`config.mk`:
```
export PLATFORM = sky130hd
export DESIGN_NAME = sys_reset_seq_flat
export DESIGN_NICKNAME = d
export VERILOG_FILES = /design/src/rtl/sys_reset_seq_if.sv /design/src/rtl/sys_reset_seq.sv /design/src/flat_wrapper.sv
export SDC_FILE = /design/constraint.sdc
export NUM_CORES = 1
export LEC_CHECK = 0
export ABC_AREA = 1
export CAP_MARGIN = 20
export CORE_ASPECT_RATIO = 0.9
export CORE_MARGIN = 3
export CORE_UTILIZATION = 44
export CTS_BUF_LIST = sky130_fd_sc_hd__clkbuf_8
export DETAILED_ROUTE_END_ITERATION = 8
export PLACE_DENSITY = 0.76
export SYNTH_ARGS = -nofsm -noshare
export SYNTH_HDL_FRONTEND = slang
export SYNTH_SLANG_ARGS = --single-unit
export TNS_END_PERCENT = 10
```
`constraint.sdc`:
```
create_clock -name clk -period 1.55 [get_ports clk]
set_input_delay 0.31 -clock clk [delete_from_list [all_inputs] [get_ports clk]]
set_output_delay 0.31 -clock clk [all_outputs]
set_load 0.01 [all_outputs]
```
`src/rtl/sys_reset_seq_if.sv`:
```
// Reset-sequencer request/status bundle: request strobe, qualifier, channel mask, per-channel resets.
// Latency: none; wires only.
// Backpressure: none; a request is a rising edge of stimuli_valid and is never stalled.
interface sys_reset_seq_if #(
  parameter int NUM_CH = 4
) ();
  logic              stimuli_valid;
  logic              do_reset;
  logic [NUM_CH-1:0] ch_mask;
  logic [NUM_CH-1:0] resetn;
  logic              busy;
  logic [15:0]       reset_count;

  // Requester side
  modport master (
    output stimuli_valid,
    output do_reset,
    output ch_mask,
    input  resetn,
    input  busy,
    input  reset_count
  );

  // Sequencer side
  modport slave (
    input  stimuli_valid,
    input  do_reset,
    input  ch_mask,
    output resetn,
    output busy,
    output reset_count
  );
endinterface

```
`src/rtl/sys_reset_seq.sv`:
```
// Staged per-channel reset sequencer: holds selected channels low, then releases them one by one.
// Latency: channel i released HOLD_CYCLES + i*STAGE_DELAY edges after the accepting edge.
// Backpressure: none; a new accepted request simply restarts the timeline.
module sys_reset_seq #(
  parameter int NUM_CH      = 4,
  parameter int HOLD_CYCLES = 16,
  parameter int STAGE_DELAY = 8
) (
  input  logic           clk,
  input  logic           reset,
  sys_reset_seq_if.slave bus
);

  localparam int HW = $clog2(HOLD_CYCLES + 1);
  localparam int DW = $clog2(STAGE_DELAY + 1);
  localparam int SW = (NUM_CH > 1) ? $clog2(NUM_CH) : 1;

  localparam logic [HW-1:0] HOLD_LOAD  = HW'(HOLD_CYCLES - 1);
  localparam logic [DW-1:0] STAGE_LOAD = DW'(STAGE_DELAY - 1);
  localparam logic [SW-1:0] LAST_STAGE = SW'(NUM_CH - 1);

  localparam logic [1:0] IDLE    = 2'd0;
  localparam logic [1:0] HOLD    = 2'd1;
  localparam logic [1:0] RELEASE = 2'd2;

  logic [1:0]        state;
  logic [HW-1:0]     hold_cnt;
  logic [DW-1:0]     stage_cnt;
  logic [SW-1:0]     stage_idx;
  logic [NUM_CH-1:0] resetn_q;
  logic [15:0]       count_q;
  logic              stimuli_valid_d;

  logic              edge_det;
  logic              accept;
  logic [NUM_CH-1:0] active_mask;

  // A request is a qualified rising edge; channels still low from an earlier
  // sequence are folded into the new mask so they follow the new timeline.
  assign edge_det    = bus.stimuli_valid & ~stimuli_valid_d;
  assign accept      = edge_det & bus.do_reset & (|bus.ch_mask);
  assign active_mask = bus.ch_mask | ~resetn_q;

  assign bus.resetn      = resetn_q;
  assign bus.busy        = (state != IDLE);
  assign bus.reset_count = count_q;

  // Edge-detect history; forced high in reset so a strobe held through reset is not a request
  always_ff @(posedge clk or posedge reset) begin
    if (reset) stimuli_valid_d <= 1'b1;
    else       stimuli_valid_d <= bus.stimuli_valid;
  end

  // Saturating count of accepted requests
  always_ff @(posedge clk or posedge reset) begin
    if (reset)                                count_q <= 16'd0;
    else if (accept && (count_q != 16'hFFFF)) count_q <= count_q + 16'd1;
  end

  // Sequencer FSM; acceptance takes priority over any release on the same edge
  always_ff @(posedge clk or posedge reset) begin
    if (reset) begin
      state     <= HOLD;
      hold_cnt  <= HOLD_LOAD;
      stage_cnt <= '0;
      stage_idx <= '0;
      resetn_q  <= '0;
    end else if (accept) begin
      resetn_q <= resetn_q & ~active_mask;
      hold_cnt <= HOLD_LOAD;
      state    <= HOLD;
    end else begin
      case (state)
        HOLD: begin
          if (hold_cnt == '0) begin
            resetn_q[0] <= 1'b1;
            if (NUM_CH == 1) begin
              state <= IDLE;
            end else begin
              stage_idx <= SW'(1);
              stage_cnt <= STAGE_LOAD;
              state     <= RELEASE;
            end
          end else begin
            hold_cnt <= hold_cnt - HW'(1);
          end
        end
        RELEASE: begin
          if (stage_cnt == '0) begin
            resetn_q[stage_idx] <= 1'b1;
            stage_idx           <= stage_idx + SW'(1);
            if (stage_idx == LAST_STAGE) state     <= IDLE;
            else                         stage_cnt <= STAGE_LOAD;
          end else begin
            stage_cnt <= stage_cnt - DW'(1);
          end
        end
        default: state <= IDLE;
      endcase
    end
  end

endmodule
```
`src/flat_wrapper.sv`:
```
// flat-port wrapper written by rule: the top's interface ports become plain ports
module sys_reset_seq_flat 
#(
  parameter int NUM_CH      = 4,
  parameter int HOLD_CYCLES = 16,
  parameter int STAGE_DELAY = 8
)
  (clk, reset, bus_stimuli_valid, bus_do_reset, bus_ch_mask, bus_resetn, bus_busy, bus_reset_count);
  sys_reset_seq_if #(.NUM_CH(NUM_CH)) bus_i ();
  input  logic clk;
  input  logic reset;
  input wire logic [$bits(bus_i.stimuli_valid)-1:0] bus_stimuli_valid;
  input wire logic [$bits(bus_i.do_reset)-1:0] bus_do_reset;
  input wire logic [$bits(bus_i.ch_mask)-1:0] bus_ch_mask;
  output wire logic [$bits(bus_i.resetn)-1:0] bus_resetn;
  output wire logic [$bits(bus_i.busy)-1:0] bus_busy;
  output wire logic [$bits(bus_i.reset_count)-1:0] bus_reset_count;
  assign bus_i.stimuli_valid = bus_stimuli_valid;
  assign bus_i.do_reset = bus_do_reset;
  assign bus_i.ch_mask = bus_ch_mask;
  assign bus_resetn = bus_i.resetn;
  assign bus_busy = bus_i.busy;
  assign bus_reset_count = bus_i.reset_count;
  sys_reset_seq #(.NUM_CH(NUM_CH), .HOLD_CYCLES(HOLD_CYCLES), .STAGE_DELAY(STAGE_DELAY)) u_core (.clk(clk), .reset(reset), .bus(bus_i));
endmodule
```
==> impl_metrics.py <==
metrics = {
    "routing": {
        "post_drt_wl_per_cell_um": 11.9,
        "antenna_left": 0,
        "drtIter0Drc": 134,
        "num_vias": 1914,
        "drc": 0,
        "drt-pass1-iter-count": 5,
        "viasPerCell": 4.81,
        "wl_um": 4720,
    },
    "timing": {
        "finalSetupViolCount": 0,
        "slew_headroom_pct": 81.0,
        "skew_ns": 0.00740,
        "finalCritPeriodShare_pct": 97.5,
        "worst_slew_pin_slew_ns": 0.284,
        "layout_setup_ws_ns": 0.0394,
        "fmax_mhz": 662,
        "drv_slew": 0,
        "min_period_ns": 1.51,
        "hold_viol": 0,
    },
    "power_and_ir_drop": {
        "peakVddDrop_mv": 0.691,
        "p_leak_nw": 1.38,
        "finalPower_w": 0.00394,
        "power_density_nw_per_um2": 1410,
    },
    "synth": {
        "synthFlopType": "dfrtp_1",
        "ys_seq_area_share_pct": 41.5,
        "synth_seq_cells": 34,
        "syn_inst": 279,
        "synthTopCellsByArea": "dfrtp_1 34%, nand2_1 19%, dfstp_2 7.6%",
        "synth_area_um2": 2070,
        "synth_common_cells": "103 x nand2_1, 28 x dfrtp_1, 28 x nor2_1",
        "synth_warnings": 0,
        "synth_edf_count": 0,
        "syn-num-nets": 297,
        "yosysUniqueCellTypes": 29,
        "synth_top_cell_by_area": "dfrtp_1",
        "yosysMostFrequentCell": "nand2_1",
        "async_reset_ff_share_pct": 100,
        "syn_area_per_cell_um2": 7.42,
        "yosys.area.top_type_share_pct": 33.8,
    },
    "critical_path": {
        "critPathBufInv": 1,
        "crit_fanout": 2,
        "crit_path_end_kind": "output port",
        "r2r-start": "u_core.stage_cnt[0]$_DFFE_PP0P_",
        "slowest_delay_ns": 0.56,
        "crit_type": "register to output port",
        "path_delay_family": "buffers and inverters",
        "cp-start-kind": "register",
        "rr_worst_depth": 8,
        "required_ns": 1.24,
        "rrSetupSlack_ns": 0.07,
        "worst_r2r_endpoint": "u_core.stage_cnt[0]$_DFFE_PP0P_",
        "slowest_stage": "clkdlybuf4s50_1",
        "cp.arrival_ns": 1.20,
        "cp_cell_sequence": "clkdlybuf4s50_1",
    },
    "final_layout": {
        "multiInputGateArea_um2": 1160,
        "fin_nets": 353,
        "regArea_um2": 862,
        "final_util_pct": 62.4,
        "final_cells": 398,
        "drive_gt1_share_pct": 23.2,
        "fill_cells": 399,
        "final_cell_area_um2": 2800,
        "area_growth_syn_to_layout_pct": 35.3,
        "num_antenna_cells": 0,
    },
    "placed_design": {
        "dpl.hpwl_um": 3400,
        "pre_cts_ws_ns": -0.137,
        "dp.cells": 388,
        "gp_congestion": 0.822,
        "placed_cell_area_um2": 2600,
        "port_buffers": 28,
    },
    "grt": {
        "grt_overflow": 0,
        "grt_first_pass_wirelength_um": 7990,
        "track_usage_pct": 18.1,
        "antenna_found_initial": 0,
        "grt_max_degree": 35,
        "grt_pass1_vias": 1775,
    },
    "flow_run": {
        "cap_viol_max_count": 0,
    },
    "clocking": {
        "clock_latency_ns": 0.29,
        "cts_buffers": 5,
        "cts.sink_count": 34,
        "htreeDepth": 2,
        "clk_pin_slew_ns": 0.07,
        "hold_buffers": 0,
        "cts_tree": "done",
        "cts_root_buf": "clkbuf_8",
        "cts.path.max_buffers": 2,
    },
    "floorplan": {
        "dieArea_um2": 5570,
        "rows": 23,
        "die_w_um": 78.3,
        "die_h_um": 71.1,
        "io_pins": 29,
        "core_area_um2": 4490,
        "start_util_pct": 46.1,
    },
    "worst_hold_path": {
        "min_path_type": "input port to async pin",
    },
    "run_status": {
        "status": "finished, final reports clean",
    },
}
==> tightest hold or removal path: stages <==
cell	delay (ns)
clkdlybuf4s50_1	0.40
inv_1	0.10
buf_12	0.22
==> where the power goes <==
group,internal (W),leakage [nW],switching (W)
clock,0.000352,0.0524,0.000320
combinational,0.000908,0.905,0.000985
sequential,0.00119,0.421,0.000194
==> sequential cells by signal, indices dropped and copies added (netlist names) <==
register and cells:
u_core.stage_cnt 4, u_core.state 2, u_core.bus.resetn 4, u_core.bus.reset_count 16, u_core.stage_idx 2, u_core.stimuli_valid_d 1
u_core.hold_cnt 5
==> worst max path at each step <==
stage / start / end / depth (start not counted)
6_report: u_core.bus.resetn[1]$_DFFE_PP0P_ / bus_resetn[1] / 1
5_1_grt: u_core.state[0]$_DFFE_PP1P_ / u_core.state[1]$_DFFE_PP0P_ / 9
4_1_cts: u_core.bus.reset_count[5]$_DFFE_PP0P_ / bus_reset_count[5] / 1
3_5_place_dp: bus_stimuli_valid / u_core.bus.reset_count[6]$_DFFE_PP0P_ / 8
3_3_place_gp: bus_ch_mask[3] / u_core.stage_cnt[3]$_DFFE_PP0P_ / 8
2_1_floorplan: u_core.bus.reset_count[1]$_DFFE_PP0P_ / u_core.bus.reset_count[12]$_DFFE_PP0P_ / 9
==> routing by layer <==
metal,global-route usage (%),up-vias,part of all wire (%)
met5,0,-,0
met4,5.05,0,1.4
met3,3.69,8,3.4
met2,28.5,36,46
met1,25.5,881,49
li1,-,989,-
==> area by class of cell <==
type	count	share of cell area (%)
Clock buffer	6	2.95
Tap cell	62	2.77
Inverter	29	3.97
Clock inverter	2	0.312
Multi-Input combinational cell	211	41.3
Timing Repair Buffer	54	17.9
Sequential cell	34	30.8
==> cell families (layout without fill, tap and decap cells) <==
kind of cell	Yosys count	count (layout)	share of synthesized area (%)
xor gates and xnor gates	7	7	2.96
AOI/OAI and AO/OA	27	27	7.43
DFF	34	34	41.4
adders and majority gates	10	10	6.04
buffers and inverters	34	91	7.19
and+or+nand+nor	167	167	34.9
==> metrics by stage <==
stage	setup TNS [ns]	hold WS, ns
2_1_floorplan	0	0.314
3_3_place_gp	-1.96	0.474
3_5_place_dp	-2.68	0.474
4_1_cts	-0.0154	0.387
5_1_grt	-0.0237	0.397
6_report	0	0.374
==> cell usage in the layout, fill, tap and decap left out, types with 2 or more instances in the layout <==
cell and n:
buf_12 3, dfstp_2 6, clkbuf_8 6, nor2_4 4, o21ai_0 17, nand3b_1 4
o21ai_1 4, buf_4 23, nand3_1 14, dfrtp_1 25, ha_2 2, ha_1 6
xnor2_1 4, dlymetal6s2s_1 2, or2_2 3, nor2_1 22, dfrtp_2 3, nand4_1 3
nand2_1 99, dlygate4sd2_1 13, ha_4 2, inv_1 26, o21ai_4 2, nand2_2 6
clkdlybuf4s50_1 12, xor2_1 3, inv_2 3, nor2_2 6
==> what timing repair did <==
| item | 4_1_cts | 5_1_grt |
|---|---|---|
| pin swaps | 1 | 3 |
| gates cloned | 0 | 0 |
| resized for setup | 21 | 29 |
| buffers inserted | 0 | 2 |
| setup endpoints to repair | 26 | 35 |
(Power assumes the default switching activity.)
